`src/rtl/fetch_decode_pipe_if.sv`:
```
// Signal bundle between the front-end register bank and its neighbours:
// hazard unit controls, instruction memory, decode results and the E-stage view.
interface fetch_decode_pipe_if #(
  parameter int XLEN   = 32,
  parameter int CTRL_W = 10
);
  // Hazard unit and execute-stage redirect
  logic              StallF;
  logic              StallD;
  logic              FlushD;
  logic              FlushE;
  logic              PCSrcE;
  logic [XLEN-1:0]   PCTargetE;
  // Instruction memory and decode inputs
  logic [31:0]       InstrF;
  logic [XLEN-1:0]   RD1D;
  logic [XLEN-1:0]   RD2D;
  logic [XLEN-1:0]   ImmExtD;
  logic [CTRL_W-1:0] CtrlD;
  // Fetch and IF/ID outputs
  logic [XLEN-1:0]   PCF;
  logic [31:0]       InstrD;
  logic [XLEN-1:0]   PCD;
  logic [XLEN-1:0]   PCPlus4D;
  logic [4:0]        Rs1D;
  logic [4:0]        Rs2D;
  logic [4:0]        RdD;
  logic              ValidD;
  // ID/EX outputs
  logic              ValidE;
  logic [4:0]        Rs1E;
  logic [4:0]        Rs2E;
  logic [4:0]        RdE;
  logic [XLEN-1:0]   RD1E;
  logic [XLEN-1:0]   RD2E;
  logic [XLEN-1:0]   ImmExtE;
  logic [XLEN-1:0]   PCE;
  logic [XLEN-1:0]   PCPlus4E;
  logic [CTRL_W-1:0] CtrlE;
  // Performance counters
  logic [31:0]       StallCount;
  logic [31:0]       FlushCount;

  // Surrounding core: drives controls and stage inputs, observes the registers
  modport master (
    output StallF, StallD, FlushD, FlushE, PCSrcE, PCTargetE,
    output InstrF, RD1D, RD2D, ImmExtD, CtrlD,
    input  PCF, InstrD, PCD, PCPlus4D, Rs1D, Rs2D, RdD, ValidD,
    input  ValidE, Rs1E, Rs2E, RdE, RD1E, RD2E, ImmExtE, PCE, PCPlus4E, CtrlE,
    input  StallCount, FlushCount
  );

  // Register bank: consumes controls and stage inputs, owns the registers
  modport slave (
    input  StallF, StallD, FlushD, FlushE, PCSrcE, PCTargetE,
    input  InstrF, RD1D, RD2D, ImmExtD, CtrlD,
    output PCF, InstrD, PCD, PCPlus4D, Rs1D, Rs2D, RdD, ValidD,
    output ValidE, Rs1E, Rs2E, RdE, RD1E, RD2E, ImmExtE, PCE, PCPlus4E, CtrlE,
    output StallCount, FlushCount
  );
endinterface

```
`src/rtl/fetch_decode_pipe.sv`:
```
// Front-end pipeline register bank of the 5-stage core: fetch PC, IF/ID and
// ID/EX registers, driven by the hazard unit's stall/flush controls and the
// E-stage branch redirect. Also counts stall and redirect events.
// XLEN/CTRL_W must match the parameters of the connected interface instance.
module fetch_decode_pipe #(
  parameter int              XLEN     = 32,
  parameter int              CTRL_W   = 10,
  parameter logic [XLEN-1:0] RESET_PC = 32'h0000_0000
) (
  input logic               clk,
  input logic               reset,
  fetch_decode_pipe_if.slave bus
);

  // addi x0,x0,0: all register fields zero, so a bubble never matches a hazard
  localparam logic [31:0]     NOP    = 32'h0000_0013;
  localparam logic [XLEN-1:0] PC_INC = XLEN'(4);

  // Fetch stage
  logic [XLEN-1:0]   pc_p0;
  logic [XLEN-1:0]   pcPlus4_p0;
  logic [XLEN-1:0]   pcNext_p0;

  // IF/ID register
  logic [31:0]       instr_p1;
  logic [XLEN-1:0]   pc_p1;
  logic [XLEN-1:0]   pcPlus4_p1;
  logic              vld_p1;

  // ID/EX register
  logic [4:0]        rs1_p2;
  logic [4:0]        rs2_p2;
  logic [4:0]        rd_p2;
  logic [XLEN-1:0]   rd1_p2;
  logic [XLEN-1:0]   rd2_p2;
  logic [XLEN-1:0]   imm_p2;
  logic [XLEN-1:0]   pc_p2;
  logic [XLEN-1:0]   pcPlus4_p2;
  logic [CTRL_W-1:0] ctrl_p2;
  logic              vld_p2;

  logic [31:0]       stallCnt;
  logic [31:0]       flushCnt;

  assign pcPlus4_p0 = pc_p0 + PC_INC;

  // ---- stage 0: fetch PC ----
  // Next PC: redirect beats stall, otherwise sequential (wraps silently)
  always_comb begin
    pcNext_p0 = pcPlus4_p0;
    if (bus.PCSrcE) begin
      pcNext_p0 = bus.PCTargetE;
    end else if (bus.StallF) begin
      pcNext_p0 = pc_p0;
    end
  end

  // PC register
  always_ff @(posedge clk or negedge reset) begin
    if (!reset) begin
      pc_p0 <= RESET_PC;
    end else begin
      pc_p0 <= pcNext_p0;
    end
  end

  // ---- stage 1: IF/ID ----
  // Flush beats stall; a held bubble stays a bubble because ValidD is held too
  always_ff @(posedge clk or negedge reset) begin
    if (!reset) begin
      instr_p1   <= NOP;
      pc_p1      <= '0;
      pcPlus4_p1 <= '0;
      vld_p1     <= 1'b0;
    end else if (bus.FlushD) begin
      instr_p1   <= NOP;
      pc_p1      <= '0;
      pcPlus4_p1 <= '0;
      vld_p1     <= 1'b0;
    end else if (!bus.StallD) begin
      instr_p1   <= bus.InstrF;
      pc_p1      <= pc_p0;
      pcPlus4_p1 <= pcPlus4_p0;
      vld_p1     <= 1'b1;
    end
  end

  // ---- stage 2: ID/EX ----
  // Never stalled; a flush zeroes everything so CtrlE carries no write enables
  always_ff @(posedge clk or negedge reset) begin
    if (!reset) begin
      rs1_p2     <= '0;
      rs2_p2     <= '0;
      rd_p2      <= '0;
      rd1_p2     <= '0;
      rd2_p2     <= '0;
      imm_p2     <= '0;
      pc_p2      <= '0;
      pcPlus4_p2 <= '0;
      ctrl_p2    <= '0;
      vld_p2     <= 1'b0;
    end else if (bus.FlushE) begin
      rs1_p2     <= '0;
      rs2_p2     <= '0;
      rd_p2      <= '0;
      rd1_p2     <= '0;
      rd2_p2     <= '0;
      imm_p2     <= '0;
      pc_p2      <= '0;
      pcPlus4_p2 <= '0;
      ctrl_p2    <= '0;
      vld_p2     <= 1'b0;
    end else begin
      rs1_p2     <= instr_p1[19:15];
      rs2_p2     <= instr_p1[24:20];
      rd_p2      <= instr_p1[11:7];
      rd1_p2     <= bus.RD1D;
      rd2_p2     <= bus.RD2D;
      imm_p2     <= bus.ImmExtD;
      pc_p2      <= pc_p1;
      pcPlus4_p2 <= pcPlus4_p1;
      ctrl_p2    <= bus.CtrlD;
      vld_p2     <= vld_p1;
    end
  end

  // Event counters: decode stalls and taken redirects, free-running with wrap
  always_ff @(posedge clk or negedge reset) begin
    if (!reset) begin
      stallCnt <= '0;
      flushCnt <= '0;
    end else begin
      if (bus.StallD) stallCnt <= stallCnt + 32'd1;
      if (bus.PCSrcE) flushCnt <= flushCnt + 32'd1;
    end
  end

  assign bus.PCF        = pc_p0;
  assign bus.InstrD     = instr_p1;
  assign bus.PCD        = pc_p1;
  assign bus.PCPlus4D   = pcPlus4_p1;
  assign bus.ValidD     = vld_p1;
  assign bus.Rs1D       = instr_p1[19:15];
  assign bus.Rs2D       = instr_p1[24:20];
  assign bus.RdD        = instr_p1[11:7];
  assign bus.ValidE     = vld_p2;
  assign bus.Rs1E       = rs1_p2;
  assign bus.Rs2E       = rs2_p2;
  assign bus.RdE        = rd_p2;
  assign bus.RD1E       = rd1_p2;
  assign bus.RD2E       = rd2_p2;
  assign bus.ImmExtE    = imm_p2;
  assign bus.PCE        = pc_p2;
  assign bus.PCPlus4E   = pcPlus4_p2;
  assign bus.CtrlE      = ctrl_p2;
  assign bus.StallCount = stallCnt;
  assign bus.FlushCount = flushCnt;

endmodule

```
`src/flat_wrapper.sv`:
```
// flat-port wrapper written by rule: the top's interface ports become plain ports
module fetch_decode_pipe_flat 
#(
  parameter int              XLEN     = 32,
  parameter int              CTRL_W   = 10,
  parameter logic [XLEN-1:0] RESET_PC = 32'h0000_0000
)
  (clk, reset, bus_StallF, bus_StallD, bus_FlushD, bus_FlushE, bus_PCSrcE, bus_PCTargetE, bus_InstrF, bus_RD1D, bus_RD2D, bus_ImmExtD, bus_CtrlD, bus_PCF, bus_InstrD, bus_PCD, bus_PCPlus4D, bus_Rs1D, bus_Rs2D, bus_RdD, bus_ValidD, bus_ValidE, bus_Rs1E, bus_Rs2E, bus_RdE, bus_RD1E, bus_RD2E, bus_ImmExtE, bus_PCE, bus_PCPlus4E, bus_CtrlE, bus_StallCount, bus_FlushCount);
  fetch_decode_pipe_if #(.XLEN(XLEN), .CTRL_W(CTRL_W)) bus_i ();
  input logic clk;
  input logic reset;
  input wire logic [$bits(bus_i.StallF)-1:0] bus_StallF;
  input wire logic [$bits(bus_i.StallD)-1:0] bus_StallD;
  input wire logic [$bits(bus_i.FlushD)-1:0] bus_FlushD;
  input wire logic [$bits(bus_i.FlushE)-1:0] bus_FlushE;
  input wire logic [$bits(bus_i.PCSrcE)-1:0] bus_PCSrcE;
  input wire logic [$bits(bus_i.PCTargetE)-1:0] bus_PCTargetE;
  input wire logic [$bits(bus_i.InstrF)-1:0] bus_InstrF;
  input wire logic [$bits(bus_i.RD1D)-1:0] bus_RD1D;
  input wire logic [$bits(bus_i.RD2D)-1:0] bus_RD2D;
  input wire logic [$bits(bus_i.ImmExtD)-1:0] bus_ImmExtD;
  input wire logic [$bits(bus_i.CtrlD)-1:0] bus_CtrlD;
  output wire logic [$bits(bus_i.PCF)-1:0] bus_PCF;
  output wire logic [$bits(bus_i.InstrD)-1:0] bus_InstrD;
  output wire logic [$bits(bus_i.PCD)-1:0] bus_PCD;
  output wire logic [$bits(bus_i.PCPlus4D)-1:0] bus_PCPlus4D;
  output wire logic [$bits(bus_i.Rs1D)-1:0] bus_Rs1D;
  output wire logic [$bits(bus_i.Rs2D)-1:0] bus_Rs2D;
  output wire logic [$bits(bus_i.RdD)-1:0] bus_RdD;
  output wire logic [$bits(bus_i.ValidD)-1:0] bus_ValidD;
  output wire logic [$bits(bus_i.ValidE)-1:0] bus_ValidE;
  output wire logic [$bits(bus_i.Rs1E)-1:0] bus_Rs1E;
  output wire logic [$bits(bus_i.Rs2E)-1:0] bus_Rs2E;
  output wire logic [$bits(bus_i.RdE)-1:0] bus_RdE;
  output wire logic [$bits(bus_i.RD1E)-1:0] bus_RD1E;
  output wire logic [$bits(bus_i.RD2E)-1:0] bus_RD2E;
  output wire logic [$bits(bus_i.ImmExtE)-1:0] bus_ImmExtE;
  output wire logic [$bits(bus_i.PCE)-1:0] bus_PCE;
  output wire logic [$bits(bus_i.PCPlus4E)-1:0] bus_PCPlus4E;
  output wire logic [$bits(bus_i.CtrlE)-1:0] bus_CtrlE;
  output wire logic [$bits(bus_i.StallCount)-1:0] bus_StallCount;
  output wire logic [$bits(bus_i.FlushCount)-1:0] bus_FlushCount;
  assign bus_i.StallF = bus_StallF;
  assign bus_i.StallD = bus_StallD;
  assign bus_i.FlushD = bus_FlushD;
  assign bus_i.FlushE = bus_FlushE;
  assign bus_i.PCSrcE = bus_PCSrcE;
  assign bus_i.PCTargetE = bus_PCTargetE;
  assign bus_i.InstrF = bus_InstrF;
  assign bus_i.RD1D = bus_RD1D;
  assign bus_i.RD2D = bus_RD2D;
  assign bus_i.ImmExtD = bus_ImmExtD;
  assign bus_i.CtrlD = bus_CtrlD;
  assign bus_PCF = bus_i.PCF;
  assign bus_InstrD = bus_i.InstrD;
  assign bus_PCD = bus_i.PCD;
  assign bus_PCPlus4D = bus_i.PCPlus4D;
  assign bus_Rs1D = bus_i.Rs1D;
  assign bus_Rs2D = bus_i.Rs2D;
  assign bus_RdD = bus_i.RdD;
  assign bus_ValidD = bus_i.ValidD;
  assign bus_ValidE = bus_i.ValidE;
  assign bus_Rs1E = bus_i.Rs1E;
  assign bus_Rs2E = bus_i.Rs2E;
  assign bus_RdE = bus_i.RdE;
  assign bus_RD1E = bus_i.RD1E;
  assign bus_RD2E = bus_i.RD2E;
  assign bus_ImmExtE = bus_i.ImmExtE;
  assign bus_PCE = bus_i.PCE;
  assign bus_PCPlus4E = bus_i.PCPlus4E;
  assign bus_CtrlE = bus_i.CtrlE;
  assign bus_StallCount = bus_i.StallCount;
  assign bus_FlushCount = bus_i.FlushCount;
  fetch_decode_pipe #(.XLEN(XLEN), .CTRL_W(CTRL_W), .RESET_PC(RESET_PC)) u_core (.clk(clk), .reset(reset), .bus(bus_i));
endmodule
```
`config.mk`:
```
export PLATFORM = sky130hd
export DESIGN_NAME = fetch_decode_pipe_flat
export DESIGN_NICKNAME = d
export VERILOG_FILES = /design/src/rtl/fetch_decode_pipe_if.sv /design/src/rtl/fetch_decode_pipe.sv /design/src/flat_wrapper.sv
export SDC_FILE = /design/constraint.sdc
export NUM_CORES = 1
export LEC_CHECK = 0
export CORE_AREA = 10 10 213 215
export CTS_CLUSTER_SIZE = 28
export DETAILED_ROUTE_END_ITERATION = 12
export DIE_AREA = 0 0 223 225
export PLACE_DENSITY = 0.68
export SYNTH_ARGS = -nofsm -noshare
export SYNTH_HDL_FRONTEND = slang
export SYNTH_SLANG_ARGS = --single-unit
```
`constraint.sdc`:
```
create_clock -name clk -period 2.55 [get_ports clk]
set_input_delay 0.765 -clock clk [delete_from_list [all_inputs] [get_ports clk]]
set_output_delay 0.765 -clock clk [all_outputs]
set_load 0.05 [all_outputs]
```
==> flow_summary_export.csv <==
group,metric,value,unit
route,drt_iter0_drc,761,
setup_path,rrSetupSlack,340,ps
floorplanning,coreArea,0.04138,mm²
route,drc,0,
status,status,"completed",
route,wl,54640,µm
floorplanning,die_h,225,µm
logic_synthesis,ys_seq_area_frac,0.6294,
hold_path,hold_class,"in -> async",
sta,fmax,398.9,MHz
setup_path,max_stage_delay,870,ps
logic_synthesis,synth_warnings,0,
setup_path,cp_data_required_time,1790,ps
setup_path,end_kind,"output port",
place,gp_congestion,0.8841,
logic_synthesis,async_reset_ff_frac,1.000,
setup_path,arrival,1740,ps
route,vias_per_cell,4.877,
logic_synthesis,synth_cell_types,50,
final_layout,final_common_cell,"dfrtp_1",
logic_synthesis,avgSynthCellArea,11.71,µm²
final_layout,layout_common_cells,"dfrtp_1, clkdlybuf4s50_1, nor2b_1",
logic_synthesis,synth_seq_cells,375,
global_route,grt_max_degree,81,
sta,setup_viol,0,
cts,clockBufferDepth,3,
flow_run,cap_violations,0,
setup_path,start_kind,"register",
cts,clk_pin_slew,60,ps
pwr,p_leak,10.81,nW
cts,cts_root_buffer,"clkbuf_16",
setup_path,worst-path-max-fanout,1,
sta,slew-limit-headroom,0.5910,
sta,rsz0062_at_grt,"no",
cts,ctsResizeCount,156,
floorplanning,initial_core_util,0.3604,
setup_path,crit_buf_inv,1,
setup_path,crit_type,"reg -> out",
global_route,first_global_vias,12200,
cts,clock_latency,550,ps
cts,clock_sinks,375,
logic_synthesis,syn_inst,1274,
pwr,total_power,16.94,mW
sta,period_needed,2507,ps
cts,post_cts_buffers,0,
global_route,antenna_found_initial,1,
floorplanning,die_w,223,µm
pwr,ir_worst_vdd,0.6685,mV
final_layout,fin_util,0.5492,
cts,cts_tree,"built",
route,firstDrtPassIters,5,
sta,fin_skew,12.16,ps
setup_path,worstPathCellList,"clkdlybuf4s50_1",
floorplanning,die_area,0.05018,mm²
global_route,grt_usage,0.2101,
final_layout,nNetsFinal,2038,
logic_synthesis,synthFlopType,"dfrtp_1",
global_route,overflow,0,
route,wire_per_inst,22.47,µm
logic_synthesis,syn_area,0.01492,mm²
cts,cts_max_level,2,
logic_synthesis,synth-edff-count,0,
place,dp_hpwl,41460,µm
floorplanning,placementRows,75,
sta,hold_viol,0,
final_layout,area_growth,52.39,%
sta,fin_crit_sh,0.9830,
place,port_buffers,570,
sta,worstMarginPinSlew,611.5,ps
global_route,grt_first_pass_wirelength,81780,µm
route,postRouteAntennaNets,0,
pwr,power.density,745.1,mW/mm²
setup_path,cpLargestDelayFamily,"buffers and inverters",
logic_synthesis,syn-num-nets,1454,
setup_path,cp_slowest_cell,"clkdlybuf4s50_1",
cts,cts_inserted_buffers,42,
route,vias,11860,
floorplanning,io_pins,571,
sta,maxSlewViolCount,0,
cts,holdBufCountCts,0,
final_layout,drive_gt1_frac,0.1031,
==> final cells by class <==
type	instances	area [µm²]
Inverter	20	75.07
Clock inverter	18	272.8
Multi-Input combinational cell	780	4991
Fill cell	3638	18650
Timing Repair Buffer	639	6100
Antenna cell	1	2.502
Clock buffer	59	1226
Tap cell	539	674.4
Sequential cell	375	9388
==> kinds of logic (layout without fill, tap and decap cells) <==
group | count (synthesis) | after routing | share of synthesized area
mux | 64 | 64 | 0.04329
fa+ha+maj | 3 | 3 | 0.002517
simple gates | 519 | 519 | 0.1910
flops | 375 | 375 | 0.6294
xor+xnor | 87 | 87 | 0.05109
buf+inv | 119 | 736 | 0.03599
compound gates | 107 | 107 | 0.04673
other cells | 0 | 1 | 0
==> synthesized netlist by cell type, types with 7 or more instances <==
| cell type | count | area (µm²) |
|---|---|---|
| dfrtp_1 | 372 | 9309 |
| nor2b_1 | 179 | 1120 |
| nor2_1 | 120 | 450.4 |
| clkbuf_1 | 65 | 244.0 |
| mux2i_1 | 60 | 600.6 |
| xnor2_1 | 60 | 525.5 |
| nand2_1 | 53 | 198.9 |
| nand3_1 | 34 | 170.2 |
| o21ai_0 | 34 | 170.2 |
| nand4_1 | 33 | 206.5 |
| xor2_1 | 27 | 236.5 |
| buf_4 | 20 | 150.1 |
| inv_1 | 19 | 71.32 |
| or3_1 | 18 | 112.6 |
| a31oi_1 | 17 | 106.4 |
| nor3_1 | 17 | 85.08 |
| and3_1 | 13 | 81.33 |
| or4_1 | 13 | 97.59 |
| a21oi_1 | 12 | 60.06 |
| nor4_1 | 12 | 75.07 |
| and4_1 | 11 | 96.34 |
| a211oi_1 | 9 | 67.56 |
| a311oi_1 | 8 | 70.07 |
| buf_1 | 7 | 26.28 |
| o31ai_1 | 7 | 52.55 |
==> final timing paths <==
check | from | cells past startpoint | to
setup / recovery | u_core.bus.RD1E[18]$_DFF_PN0_ | 1 | bus_RD1E[18]
hold / removal | reset | 1 | u_core.bus.PCPlus4E[21]$_DFF_PN0_
setup reg to reg | u_core.bus.PCF[2]$_DFFE_PN0N_ | 5 | u_core.bus.PCPlus4D[26]$_DFFE_PN0P_
hold reg to reg | u_core.bus.FlushCount[31]$_DFFE_PN0P_ | 1 | u_core.bus.FlushCount[31]$_DFFE_PN0P_
max in group asynchronous | reset | 2 | u_core.bus.RD1E[14]$_DFF_PN0_
min in group clk | u_core.bus.FlushCount[31]$_DFFE_PN0P_ | 1 | u_core.bus.FlushCount[31]$_DFFE_PN0P_
==> flip-flops by register name, indices dropped and copies added, names as in the netlist, 10 cells and up <==
name and flops:
u_core.bus.CtrlE 10, u_core.bus.FlushCount 32, u_core.bus.ImmExtE 32, u_core.bus.InstrD 32
u_core.bus.PCD 30, u_core.bus.PCE 32, u_core.bus.PCF 32, u_core.bus.PCPlus4D 32
u_core.bus.PCPlus4E 30, u_core.bus.RD1E 32, u_core.bus.RD2E 32, u_core.bus.StallCount 32
==> per-layer routing <==
metal | up-vias | track usage | routed length, µm
li1 | 5456 | - | -
met1 | 5878 | 0.2449 | 21210
met2 | 436 | 0.3578 | 27510
met3 | 85 | 0.06641 | 4384
met4 | 0 | 0.07345 | 1530
met5 | - | 0 | 0
==> stage by stage <==
stage	hold slack (ps)	area, µm²	setup slack (ps)	cells	TNS [ps]
6_report	112.9	22730	43.32	2431	0
5_1_grt	114.7	22730	0.3382	2431	0
4_1_cts	100.9	22680	0.2768	2430	0
3_5_place_dp	474.8	21380	-45.19	2353	-165.7
3_3_place_gp	462.0	21380	-35.71	2353	-98.18
2_1_floorplan	469.4	14920	67.31	1274	0
==> report_power, final <==
group | total, mW | internal [mW] | switching [mW]
registers | 6.72 | 6.35 | 0.366
logic | 3.66 | 1.20 | 2.46
clock network | 6.55 | 4.07 | 2.49
total | 16.9 | 11.6 | 5.31
(Power assumes the default switching activity.)
